### config.mk
export PLATFORM = sky130hd
export DESIGN_NAME = mixed_opcode_scheduler
export DESIGN_NICKNAME = d
export VERILOG_FILES = /design/src/rtl/mixed_opcode_scheduler.sv
export SDC_FILE = /design/constraint.sdc
export NUM_CORES = 1
export LEC_CHECK = 0
export CAP_MARGIN = 20
export CORE_ASPECT_RATIO = 1.2
export CORE_UTILIZATION = 40
export DETAILED_ROUTE_END_ITERATION = 12
export PLACE_DENSITY = 0.76
export SYNTH_ARGS = -nofsm -noshare
export SYNTH_HDL_FRONTEND = slang
export SYNTH_SLANG_ARGS = --single-unit
export TNS_END_PERCENT = 30
### constraint.sdc
create_clock -name clk -period 1.7 [get_ports clk]
set_input_delay 0.17 -clock clk [delete_from_list [all_inputs] [get_ports clk]]
set_output_delay 0.17 -clock clk [all_outputs]
set_load 0.02 [all_outputs]
### src/rtl/mixed_opcode_scheduler.sv
// Round-robin scheduler for two opcode-tag requesters sharing one memory command port.
// WAIT tags become a local timed stall; illegal opcode types are consumed and flagged.
module mixed_opcode_scheduler #(
    parameter int unsigned TAG_W     = 9,
    parameter int unsigned IDX_W     = 4,
    parameter bit          ARB_START = 1'b0
) (
    input  logic               clk,
    input  logic               rst_n,
    input  logic               reqA_valid,
    input  logic [TAG_W-1:0]   reqA_tag,
    input  logic [IDX_W-1:0]   reqA_index,
    output logic               reqA_ready,
    input  logic               reqB_valid,
    input  logic [TAG_W-1:0]   reqB_tag,
    input  logic [IDX_W-1:0]   reqB_index,
    output logic               reqB_ready,
    output logic               mem_valid,
    input  logic               mem_ready,
    output logic [2:0]         mem_opcode,
    output logic [TAG_W-4:0]   mem_arg,
    output logic [IDX_W-1:0]   mem_index,
    output logic               mem_src,
    output logic               busy,
    output logic               err_pulse
);

    localparam int unsigned ArgW = TAG_W - 3;

    localparam logic [2:0] OpRead  = 3'd0;
    localparam logic [2:0] OpWrite = 3'd1;
    localparam logic [2:0] OpWait  = 3'd2;
    localparam logic [2:0] OpEvict = 3'd3;
    localparam logic [2:0] OpTrim  = 3'd4;

    typedef enum logic [1:0] {StIdle, StIssue, StWait} state_e;

    state_e            state_q, state_d;
    logic              prio_q, prio_d;       // 1: uBlockB wins a tie
    logic [ArgW-1:0]   cnt_q, cnt_d;
    logic [2:0]        op_q, op_d;
    logic [ArgW-1:0]   arg_q, arg_d;
    logic [IDX_W-1:0]  idx_q, idx_d;
    logic              src_q, src_d;
    logic              err_q, err_d;

    logic              grant_a, grant_b, idle, hs;
    logic [TAG_W-1:0]  sel_tag;
    logic [IDX_W-1:0]  sel_idx;
    logic [2:0]        sel_type;

    always_comb begin
        idle       = (state_q == StIdle);
        grant_b    = reqB_valid & (~reqA_valid | prio_q);
        grant_a    = reqA_valid & ~grant_b;
        reqA_ready = idle & grant_a;
        reqB_ready = idle & grant_b;
        hs         = reqA_ready | reqB_ready;
        sel_tag    = grant_b ? reqB_tag : reqA_tag;
        sel_idx    = grant_b ? reqB_index : reqA_index;
        sel_type   = sel_tag[TAG_W-1 -: 3];
    end

    always_comb begin
        state_d = state_q;
        prio_d  = prio_q;
        cnt_d   = cnt_q;
        op_d    = op_q;
        arg_d   = arg_q;
        idx_d   = idx_q;
        src_d   = src_q;
        err_d   = 1'b0;
        unique case (state_q)
            StIdle: begin
                if (hs) begin
                    op_d   = sel_type;
                    arg_d  = sel_tag[ArgW-1:0];
                    idx_d  = sel_idx;
                    src_d  = grant_b;
                    prio_d = ~grant_b;
                    unique case (sel_type)
                        OpRead, OpWrite, OpEvict, OpTrim: state_d = StIssue;
                        OpWait: begin
                            state_d = StWait;
                            cnt_d   = sel_tag[ArgW-1:0];
                        end
                        default: err_d = 1'b1;
                    endcase
                end
            end
            StIssue: begin
                if (mem_ready) begin
                    state_d = StIdle;
                end
            end
            StWait: begin
                if (cnt_q == '0) begin
                    state_d = StIdle;
                end else begin
                    cnt_d = cnt_q - ArgW'(1);
                end
            end
            default: state_d = StIdle;
        endcase
    end

    always_ff @(posedge clk or negedge rst_n) begin
        if (!rst_n) begin
            state_q <= StIdle;
            prio_q  <= ARB_START;
            cnt_q   <= '0;
            op_q    <= '0;
            arg_q   <= '0;
            idx_q   <= '0;
            src_q   <= 1'b0;
            err_q   <= 1'b0;
        end else begin
            state_q <= state_d;
            prio_q  <= prio_d;
            cnt_q   <= cnt_d;
            op_q    <= op_d;
            arg_q   <= arg_d;
            idx_q   <= idx_d;
            src_q   <= src_d;
            err_q   <= err_d;
        end
    end

    // mem_valid is decoded from state so it drops with the asynchronous reset
    assign mem_valid  = (state_q == StIssue);
    assign busy       = (state_q != StIdle);
    assign mem_opcode = op_q;
    assign mem_arg    = arg_q;
    assign mem_index  = idx_q;
    assign mem_src    = src_q;
    assign err_pulse  = err_q;

endmodule

# == After elaboration in Yosys (flattened, before gate mapping) ==
# Cells that the tools add are included.
# op_classes
mux,14
add_sub_neg,1
reduce_logical,10
n_bitwise,8
eq_ne,12
# op_table
operator,count
$mux 6,3
$pmux 6 s2,1
$mux 9,1
$reduce_and 4->1,2
$eq 3x2->1 const B,2
$logic_not 6->1,1
$mux 2,3
$ne 2x1->1 const B,3
$pmux 2 s3,1
$sub 6x1->6 const B,1
$reduce_or 5->1,1
$and 1x1->1,4
$mux 4,1
$ne 2x2->1 const B,2
$pmux 2 s2,1
$reduce_bool 2->1,2
$reduce_or 4->1,1
$eq 3x1->1 const B,1
$eq 3x3->1 const B,1
$logic_not 3->1,1
$mux 1,3
$ne 3x1->1 const B,1
$eq 2x1->1 const B,1
$eq 2x2->1 const B,1
4 further kinds,6
# totals
reg_bits,24
output_inout_bits,19
inputBits,31

# == Depth between registers and ports, before layout ==
# logic_depth
ltp_word,9
ltp_mapped,7
depth_no_buf,7

# == Worst setup path after synthesis ==
# No wires, ideal clock.
# synth_timing
kind,register to register
start,register cnt_q[0]
end,register cnt_q[3]
arrival_ns,1.597
setup_slack_ns,0.016
path_buffers,0
required_ns,1.613
synth_period_minus_slack_ns,1.684
stages_incl_launch_ff,8
path_cell_list,dfrtp_1 > inv_1 > ha_1 > nor3b_2 > and3_1 > o32ai_2 > o21a_1 > a211oi_2
# synth_between
elab_chain_len,3
elab_cells_between_ends,6
# synth_rtl
element,line,source
"start, declared",40,"logic [ArgW-1:0] cnt_q, cnt_d;"
"start signal, assigned",120,cnt_q <= cnt_d;
$sub 6x1->6 or $logic_not 6->1 (tied branches),"100, 97",
$mux 6 or $ne 2x2->1 (tied branches),-,
$pmux 6 s2 or $reduce_and 4->1 (tied branches),-,
# Parallel ways exist; a longest one is shown, timed or not. The select of a mux whose other input is x is not followed.
# A chain may end at the register's enable or synchronous reset.

# == Final worst setup path ==
# layout_timing
start,register cnt_q[0]
end,register cnt_q[2]
# The elaborated chain is that of the path after synthesis.

==> key figures <==
Routing
  • DR DRC count: 0
  • Antenna Violating Nets Remaining: 0
  • DRT iter0 DRCs: 64
  • DR pass1 iterations: 5
  • Vias/cell: about 5.6
  • Total vias in the final route: approximately 1500
  • Wirelength per Cell: approximately 16 um
  • WL final: 4200 um

Global route
  • Vias in the first global route: between 1500 and 2000
  • Initial antenna violation count: 0
  • Gr ovfl total: 0
  • Largest net degree at the start of global routing: 25
  • Global-route wire length before repair: 6800 um
  • GRT Overall Usage: a little under a quarter

Yosys
  • Post-synthesis cell type count: 40
  • Cell taking the most area after synthesis: dfrtp_1
  • Mux cell area share after synthesis: under 10%
  • Gate count of the mapped netlist: approximately 150
  • Post-Synthesis Net Count: 177
  • Post-synthesis compound-gate area fraction: about 25%
  • Simple-gate share of the synthesized area: around 17%
  • Async SR Flop Fraction: between 90% and 100%
  • Sequential share of the synthesized area: ~43%
  • Synth top area share: 43.1%
  • #FFs+latches synth: 24
  • Top_reg_cell synth: dfrtp_1
  • Mapped Area: 1390 sq um
  • Post-Synth Adder-Cell Area: 0.898%
  • EDFF count, synth: 0
  • Largest family of logic cells by synthesized area: compound AO/OA/AOI/OAI gates
  • Synth Area in XOR/XNOR: 0%
  • Avg Synthesized Cell Area: 9.60 sq um
  • Count of warnings emitted by yosys: 0
  • Top cells by area, synth: dfrtp_1, o21ai_0, mux2i_1

STA
  • Hold Vio Cnt, Final: 0
  • Crit path time final: about 1700 ps
  • Fin. max-slew vios: 0
  • Final Skew: 0.998 ps
  • Worst Setup Slack, final: 43.2 ps
  • Final setup violating endpoints: 0
  • Final worst-path cycle share: 97.5%
  • Fmax: 604 MHz
  • Final hold slack: 254 ps
  • Slew headroom: 72.7%
  • Slew at the pin closest to its max-slew limit: 409 ps
  • Unrepaired setup endpoints after global routing: yes

Clock network
  • Htree depth: 1
  • Inserted Clock Buffers: 3
  • Clk pin slew, worst setup/hold paths: approximately 90 ps
  • # hold bufs at CTS: 0
  • Num Clock Sinks: 24
  • CTS root buffer: clkbuf_8
  • CTS tree: done
  • CTS Buffer Depth: 2
  • Worst skew pair latency: 280 ps

Placement
  • Pre-CTS worst setup slack: -321 ps
  • Placed insts: 251
  • RD Place Congestion: 0.848
  • Port buffer count: 49
  • DP HPWL: ~3200 um

Layout
  • Most common cell after layout, fill and taps aside: clkdlybuf4s50_1
  • Most frequent cells in the layout: clkdlybuf4s50_1, buf_4, dfrtp_1
  • N_diodes: 0
  • Final core utilization: 67.1%
  • Fin cells: 259
  • Fin nets: 255
  • Share of post-route cells with drive strength above 1: 26.1%
  • P&R area growth vs syn: 60.8%
  • Filler cell count: around 260

Power
  • VDD IR max: about 1100 uV
  • Tot Pwr: just under 4 mW
  • PwrDens: 1720 nW/um^2
  • Static Leak: just under 1 nW

Worst setup path
  • Reg2reg end: cnt_q[2]
  • R2R Setup Slk: 40 ps
  • Reg2reg start: cnt_q[0]
  • Worst Setup End Kind: flip-flop
  • Crit path from: cnt_q[0]
  • Crit path DAT: 1830 ps
  • Worst EP required: 1880 ps
  • Setup CP Type: flip-flop to flip-flop
  • Setup crit end: cnt_q[2]
  • Startpoint types: flip-flop
  • Crit Path Max Fanout: 4
  • Reg2reg path depth: 8

Floorplan
  • Starting density of the core: 41.7%
  • Die Footprint: 3720 sq um
  • Core area: 3340 sq um
  • Die W: 55.9 um
  • Die height: around 67 um
  • Placement row count: 23
  • I/O Pins: 50

Outcome
  • Run status: completed

Job
  • Maxcap violations: 0

Hold path
  • Hold crit path type: input pin to async pin
[worst min path at each step]
| stage | start | end | slack (ps) | cells past startpoint |
|---|---|---|---|---|
| after floorplan | rst_n | cnt_q[0] | -130 | 0 |
| after CTS | rst_n | mem_opcode[2] | 270 | 2 |
| after detailed placement | mem_index[0] | mem_index[0] | 480 | 2 |
| after global placement | mem_index[1] | mem_index[1] | 460 | 2 |
| after global routing | rst_n | mem_opcode[2] | 310 | 2 |
| final | rst_n | mem_opcode[2] | 250 | 2 |
[cells by family after synthesis]
group	Yosys count
fa+ha+maj	1
compound gates	49
mux	13
buf+inv	12
simple gates	46
flops	24
[sequential cells by signal (all words and copies together) (netlist names)]
signal	flops
mem_arg	6
mem_src	1
prio_q	1
err_pulse	1
mem_index	4
state_q	2
cnt_q	6
mem_opcode	3
[routing by layer]
metal | wire, um | track usage, % | vias up | part of all wire [%]
met3 | 186 | 4.27 | 9 | 4.4
met2 | 2210 | 42.9 | 63 | 53
met1 | 1720 | 27.4 | 691 | 41
met5 | 0 | 0 | - | 0
li1 | - | - | 689 | -
met4 | 82 | 10.1 | 0 | 2.0
[what timing repair did]
| item | 4_1_cts | 5_1_grt |
|---|---|---|
| gates resized for setup | 5 | 21 |
| setup endpoints to repair | 9 | 10 |
| pin swaps | 0 | 10 |
| setup buffers | 0 | 4 |
[critical path, stage by stage, from the launching register on]
cell	delay (ps)
dfrtp_1	380
inv_2	60
ha_4	160
nor3b_4	150
buf_4	150
a2111o_1	390
a21oi_1	120
a31oi_1	50
o311ai_1	90
[Yosys cell counts, drive strengths merged (3+ instances only)]
cell type / n
mux2: 5
a21oi: 6
inv: 7
a31oi: 7
nand3: 5
a211oi: 3
and3: 3
buf: 3
mux2i: 8
nand2b: 4
o21ai: 19
o21a: 3
nor2: 11
dfrtp: 24
nand2: 15
[where the power goes]
part           total, mW  internal, mW  switching (mW)
Clock              0.525         0.316           0.210
Sequential          1.03         0.848           0.178
Combinational       2.30          1.11            1.19
[stage by stage]
stage	setup TNS [ps]	area, sq um
2_1_floorplan	0	1390
3_3_place_gp	-2040	2090
3_5_place_dp	-2840	2090
4_1_cts	-328	2160
5_1_grt	-240	2240
6_report	0	2240
[area by class of cell]
class	count	area, sq um	share of cell area, %
clock inverter	1	30.0	1.34
multi-input combinational	109	795	35.5
inverter	7	26.3	1.17
sequential	24	601	26.8
timing repair buffer	78	701	31.3
tap	37	46.3	2.07
clock buffer	3	41.3	1.84
(Power assumes the default switching activity.)
